<file path="config.mk">
export PLATFORM = sky130hd
export DESIGN_NAME = i2c_target
export DESIGN_NICKNAME = d
export VERILOG_FILES = /design/src/rtl/i2c_target.sv
export SDC_FILE = /design/constraint.sdc
export NUM_CORES = 1
export LEC_CHECK = 0
export ABC_AREA = 1
export CAP_MARGIN = 20
export CELL_PAD_IN_SITES_DETAIL_PLACEMENT = 1
export CELL_PAD_IN_SITES_GLOBAL_PLACEMENT = 1
export CORE_MARGIN = 5
export CORE_UTILIZATION = 25
export CTS_BUF_LIST = sky130_fd_sc_hd__clkbuf_16
export DETAILED_ROUTE_END_ITERATION = 6
export HOLD_SLACK_MARGIN = 0.05
export PLACE_DENSITY_LB_ADDON = 0.1
export SLEW_MARGIN = 10
export SYNTH_ARGS = -nofsm -noshare
export SYNTH_HDL_FRONTEND = slang
export SYNTH_SLANG_ARGS = --single-unit
</file>
<file path="constraint.sdc">
create_clock -name clk -period 2.1 [get_ports clk]
set_input_delay 0.315 -clock clk [delete_from_list [all_inputs] [get_ports clk]]
set_output_delay 0.315 -clock clk [all_outputs]
set_load 0.05 [all_outputs]
</file>
<file path="src/rtl/i2c_target.sv">
// I2C target with an 8-bit register-pointer back end: filtered SCL/SDA inputs,
// START/STOP decode, fixed 7-bit address match, ACK and read-data drive on SDA.
module i2c_target #(
  parameter logic [6:0]  ADDRESS    = 7'h50,
  parameter int unsigned FILTER_LEN = 3
) (
  input  logic       clk,
  input  logic       resetn,
  input  logic       i2c_scl_in,
  input  logic       i2c_sda_in,
  output logic       i2c_sda_drive_n,
  output logic [7:0] reg_addr,
  output logic [7:0] reg_wdata,
  output logic       reg_we,
  output logic       reg_re,
  input  logic [7:0] reg_rdata,
  output logic       busy
);

  typedef enum logic [3:0] {
    S_IDLE, S_ADDR, S_ADDR_ACK, S_PTR, S_PTR_ACK,
    S_WDATA, S_WACK, S_RDATA, S_RACK, S_IGNORE
  } state_t;

  localparam logic [2:0] CNT_MAX = 3'(FILTER_LEN - 1);

  // index 0 = SCL, index 1 = SDA
  logic [1:0]      r_s1, r_s2, r_f, r_fd;
  logic [1:0][2:0] r_cnt;

  state_t     r_state, w_state_nx;
  logic [6:0] r_shift;
  logic [2:0] r_bitcnt;
  logic [7:0] r_tx, r_addr, r_wdata;
  logic       r_drive_n, r_we, r_re, r_re_d, r_busy;

  logic       w_scl_rise, w_scl_fall, w_start, w_stop, w_sda, w_last, w_match;
  logic [7:0] w_byte;
  logic       w_shift, w_count, w_we, w_re, w_ld_ptr, w_inc;
  logic       w_busy_set, w_busy_clr, w_drive_n;

  always_ff @(posedge clk) begin
    if (!resetn) begin
      r_s1  <= '1;
      r_s2  <= '1;
      r_f   <= '1;
      r_fd  <= '1;
      r_cnt <= '0;
    end else begin
      r_s1 <= {i2c_sda_in, i2c_scl_in};
      r_s2 <= r_s1;
      r_fd <= r_f;
      // filtered value flips only after FILTER_LEN consecutive differing samples
      for (int unsigned i = 0; i < 2; i++) begin
        if (r_s2[i] == r_f[i]) begin
          r_cnt[i] <= '0;
        end else if (r_cnt[i] == CNT_MAX) begin
          r_f[i]   <= r_s2[i];
          r_cnt[i] <= '0;
        end else begin
          r_cnt[i] <= r_cnt[i] + 3'd1;
        end
      end
    end
  end

  assign w_scl_rise = r_f[0] & ~r_fd[0];
  assign w_scl_fall = ~r_f[0] & r_fd[0];
  assign w_start    = r_f[0] & r_fd[0] & ~r_f[1] & r_fd[1];
  assign w_stop     = r_f[0] & r_fd[0] & r_f[1] & ~r_fd[1];
  assign w_sda      = r_f[1];
  assign w_byte     = {r_shift, w_sda};
  assign w_last     = (r_bitcnt == 3'd7);
  assign w_match    = (w_byte[7:1] == ADDRESS);

  always_ff @(posedge clk) begin
    if (!resetn) r_state <= S_IDLE;
    else         r_state <= w_state_nx;
  end

  always_comb begin
    w_state_nx = r_state;
    if (w_stop) begin
      w_state_nx = S_IDLE;
    end else if (w_start) begin
      w_state_nx = S_ADDR;
    end else if (w_scl_rise) begin
      case (r_state)
        S_ADDR:     if (w_last) w_state_nx = w_match ? S_ADDR_ACK : S_IGNORE;
        S_ADDR_ACK: w_state_nx = r_shift[0] ? S_RDATA : S_PTR;
        S_PTR:      if (w_last) w_state_nx = S_PTR_ACK;
        S_PTR_ACK:  w_state_nx = S_WDATA;
        S_WDATA:    if (w_last) w_state_nx = S_WACK;
        S_WACK:     w_state_nx = S_WDATA;
        S_RDATA:    if (w_last) w_state_nx = S_RACK;
        S_RACK:     w_state_nx = w_sda ? S_IGNORE : S_RDATA;
        default:    w_state_nx = r_state;
      endcase
    end
  end

  always_comb begin
    w_shift    = 1'b0;
    w_count    = 1'b0;
    w_we       = 1'b0;
    w_re       = 1'b0;
    w_ld_ptr   = 1'b0;
    w_inc      = 1'b0;
    w_busy_set = 1'b0;
    w_busy_clr = 1'b0;
    w_drive_n  = r_drive_n;
    if (w_start || w_stop) begin
      w_busy_clr = 1'b1;
      w_drive_n  = 1'b1;
    end else if (w_scl_rise) begin
      case (r_state)
        S_ADDR:     begin w_shift = 1'b1; w_count = 1'b1; w_busy_set = w_last & w_match; end
        S_ADDR_ACK: w_re = r_shift[0];
        S_PTR:      begin w_shift = 1'b1; w_count = 1'b1; w_ld_ptr = w_last; end
        S_WDATA:    begin w_shift = 1'b1; w_count = 1'b1; w_we = w_last; end
        S_RDATA:    begin w_count = 1'b1; w_inc = w_last; end
        S_RACK:     begin w_re = ~w_sda; w_busy_clr = w_sda; end
        default:    ;
      endcase
    end else if (w_scl_fall) begin
      case (r_state)
        S_ADDR_ACK, S_PTR_ACK, S_WACK: w_drive_n = 1'b0;
        S_RDATA:                       w_drive_n = r_tx[3'd7 - r_bitcnt];
        default:                       w_drive_n = 1'b1;
      endcase
    end
  end

  always_ff @(posedge clk) begin
    if (!resetn) begin
      r_drive_n <= 1'b1;
      r_addr    <= '0;
      r_wdata   <= '0;
      r_we      <= 1'b0;
      r_re      <= 1'b0;
      r_re_d    <= 1'b0;
      r_busy    <= 1'b0;
      r_bitcnt  <= '0;
      r_shift   <= '0;
      r_tx      <= '0;
    end else begin
      r_drive_n <= w_drive_n;
      r_we      <= w_we;
      r_re      <= w_re;
      r_re_d    <= r_re;
      if (r_re_d) r_tx <= reg_rdata;
      if (w_we) r_wdata <= w_byte;
      if (w_ld_ptr)           r_addr <= w_byte;
      else if (r_we || w_inc) r_addr <= r_addr + 8'd1;
      if (w_busy_clr)      r_busy <= 1'b0;
      else if (w_busy_set) r_busy <= 1'b1;
      if (w_start || w_stop) r_bitcnt <= '0;
      else if (w_count)      r_bitcnt <= r_bitcnt + 3'd1;
      if (w_shift) r_shift <= w_byte[6:0];
    end
  end

  assign i2c_sda_drive_n = r_drive_n;
  assign reg_addr        = r_addr;
  assign reg_wdata       = r_wdata;
  assign reg_we          = r_we;
  assign reg_re          = r_re;
  assign busy            = r_busy;

endmodule

</file>
==> impl_metrics.env <==
export IMPL_outcome="completed"
export IMPL_edff_count_synth=0
export IMPL_postCtsHoldBufs=0
export IMPL_finalCriticalPeriod_ns=1.90
export IMPL_path_class="reg -> out"
export IMPL_max_vdd_ir_drop_v=0.000285
export IMPL_drt_vias_per_instance=4.26
export IMPL_crit_path_end_kind="output port"
export IMPL_cts_sink_count=57
export IMPL_detailedRoute_firstPassIterationCount=4
export IMPL_synthToLayoutAreaGrowth_pct=28.4
export IMPL_setup_viol_count_final=0
export IMPL_synth_lib_cells_used_distinct=36
export IMPL_power_w=0.00251
export IMPL_syn_instance_count=340
export IMPL_max_cap_violations=0
export IMPL_nets=399
export IMPL_post_synthesis_mux_area_share_pct=0
export IMPL_drc=0
export IMPL_clockRootBuffer="clkbuf_16"
export IMPL_worstSetupStartpointType="register"
export IMPL_synthTopCellsByCount="59 x nand2_1, 57 x dfxtp_1, 48 x nor2_1, 40 x inv_1, 32 x o21ai_0"
export IMPL_grt_start_max_net_pins=29
export IMPL_path_max_fanout=4
export IMPL_antenna_violations_before_repair=0
export IMPL_cts_htree_levels=3
export IMPL_timing_clock_skew_ns=0.00697
export IMPL_synth_seq_area_share_pct=43.5
export IMPL_drive_gt1_share_pct=12.7
export IMPL_post_synth_top_area_cell="dfxtp_1"
export IMPL_core_rowCount=37
export IMPL_crit_path_cell_trace="clkdlybuf4s50_1"
export IMPL_synth_xor_area_share_pct=3.01
export IMPL_final_setup_tns_ns=0
export IMPL_die_width_um=112
export IMPL_first_pass_grt_wire_length_um=11800
export IMPL_maxSlewViolCount=0
export IMPL_yosys_warnings=0
export IMPL_timing_final_hold_violations=0
export IMPL_post_cts_setup_buffer_count=0
export IMPL_synth_area_leaders="dfxtp_1 44%, nand2_1 8.4%, nor2_1 6.9%"
export IMPL_chipHeight_um=112
export IMPL_gpl_final_weighted_congestion=0.827
export IMPL_postSynth_topFlopCell="dfxtp_1"
export IMPL_cts_inserted_buffers=9
export IMPL_design_portCount=32
export IMPL_static_leakage_nw=1.40
export IMPL_antenna_diode_count=0
export IMPL_worstPathBufferInverterCount=1
export IMPL_cp_arrival_ns=1.58
export IMPL_core_area_mm2=0.0103
export IMPL_cts_tree="built"
export IMPL_detail_route_antenna_nets=0
export IMPL_drt_wirelength_per_cell_um=13.4
export IMPL_rsz0062_at_grt="no"
export IMPL_yosys_cell_count_top_type="nand2_1"
export IMPL_multiInputGateArea_mm2=0.00126
export IMPL_layout_area_seq_mm2=0.00114
export IMPL_use_met3_pct=3.67
export IMPL_drt_wl_total_um=6990
export IMPL_path_clk_slew_ns=0.06
export IMPL_synth_adder_area_share_pct=3.34
export IMPL_clk_latency_ns=0.33
export IMPL_gr_max_usage_layer="met2"
export IMPL_post_synth_and_or_nand_nor_area_fraction_pct=26.3
export IMPL_cts_buffer_depth=2
export IMPL_syn_mean_instance_area_um2=7.71
export IMPL_detailedRoute_firstIterationViolations=57
export IMPL_fmax_mhz=528
export IMPL_grtUsageMet2_pct=18.3
export IMPL_post_synth_instance_area_mm2=0.00262
export IMPL_dieArea_mm2=0.0126
export IMPL_synth_ff_latch_count=57
export IMPL_global_router_s_overall_resource_usage_pct=11.8
export IMPL_critical_path_max_stage_delay_ns=0.84
export IMPL_final_period_utilization_pct=90.3
export IMPL_crit_slowest_cell="clkdlybuf4s50_1"
export IMPL_hp_class="reg -> reg"
export IMPL_worstPathRequired_ns=1.78
export IMPL_synth_top_family_by_area="simple AND/OR/NAND/NOR gates"
export IMPL_layout_filler_cell_count=1264
export IMPL_cts_repair_resize_count=0
export IMPL_critPathTopFamily="buffers and inverters"
export IMPL_timing_worst_slew_pin_value_ns=0.515
export IMPL_synth_compound_area_share_pct=15.5
export IMPL_starting_density_of_the_core_pct=25.5
export IMPL_met1_usage_pct=15.7
export IMPL_syn_nets=359
export IMPL_grt_overflow=0
export IMPL_p_per_area_mw_per_mm2=746
export IMPL_synth_top_cell_area_share_pct=43.5
export IMPL_port_buffers=31
export IMPL_place_detailed_hpwl_um=5150
export IMPL_ys_async_sr_fraction_pct=0
export IMPL_vias=2222
export IMPL_max_slew_margin_pct=65.6
export IMPL_vias_in_the_first_global_route=2288
==> layer usage <==
metal | wire length, µm | part of all wire, %
met5 | 0 | 0
met4 | 68 | 0.97
met3 | 211 | 3.0
met2 | 3170 | 45
met1 | 3530 | 51
==> cell families after synthesis <==
logic type,after synthesis
compound gates,72
xor+xnor,9
buf+inv,51
flops,57
simple gates,144
fa+ha+maj,7
==> cell type report <==
| class | count | share of cell area, % |
|---|---|---|
| Sequential cell | 57 | 33.9 |
| Inverter | 45 | 5.09 |
| Multi-Input combinational cell | 232 | 37.5 |
| Clock buffer | 9 | 6.69 |
| Tap cell | 136 | 5.05 |
| Clock inverter | 7 | 1.67 |
| Timing Repair Buffer | 35 | 10.1 |
==> flip-flops by register name, indices dropped and copies added, names as in the netlist <==
register and cells:
reg_re 1, reg_wdata 8, r_bitcnt 3, r_tx 8, i2c_sda_drive_n 1, reg_we 1, r_cnt 6, r_shift 7
r_s1 2, r_s2 2, reg_addr 8, r_f 2, r_re_d 1, busy 1, r_fd 2, r_state 4
==> per-stage QoR <==
stage / cells / instance area (µm²) / utilization (%) / hold slack (ns) / setup slack, ns
after floorplan: 340 / 2620 / - / 0.393 / 0.551
final: 521 / 3370 / 32.8 / 0.414 / 0.204
after detailed placement: 505 / 3090 / 30.0 / 0.403 / 0.433
after global placement: 505 / 3090 / 30.0 / 0.404 / 0.428
after global routing: 521 / 3370 / 32.8 / 0.417 / 0.167
after CTS: 521 / 3370 / 32.8 / 0.414 / 0.188
==> report_power, final <==
group          internal (W)  leakage, nW  total (W)  switching [W]
Clock              0.000804        0.124    0.00137       0.000561
Combinational     0.0000296        0.817  0.0000577      0.0000281
Sequential          0.00109        0.460    0.00109     0.00000312
==> cell usage in the layout (no fill, tap or decap), types with 2 or more instances in the layout <==
cell type,n
dfxtp_1,57
o31ai_1,2
xnor2_1,3
clkinvlp_4,4
xor2_1,6
ha_1,7
nor2_2,2
nand2_1,59
a21oi_2,2
clkinv_4,2
nand3_1,10
o21ai_0,32
nor3_1,2
inv_1,40
buf_4,4
a21oi_1,20
nor2_1,48
nand3_2,2
or2_2,4
clkbuf_16,9
nor2_4,2
a31oi_1,6
o21ai_1,3
inv_2,3
clkdlybuf4s50_1,31
o211ai_1,4
nor2_8,2
nand2_2,6
nand2_4,3
==> worst paths after layout <==
path,slack (ns),cells past startpoint,from,to
min reg2reg,0.41,1,r_s1[0],r_s2[0]
max,0.20,1,reg_addr[2],reg_addr[2]
min,0.41,1,r_s1[0],r_s2[0]
max reg2reg,0.46,9,r_bitcnt[0],reg_addr[1]
Power figures use the tool's default switching activity.
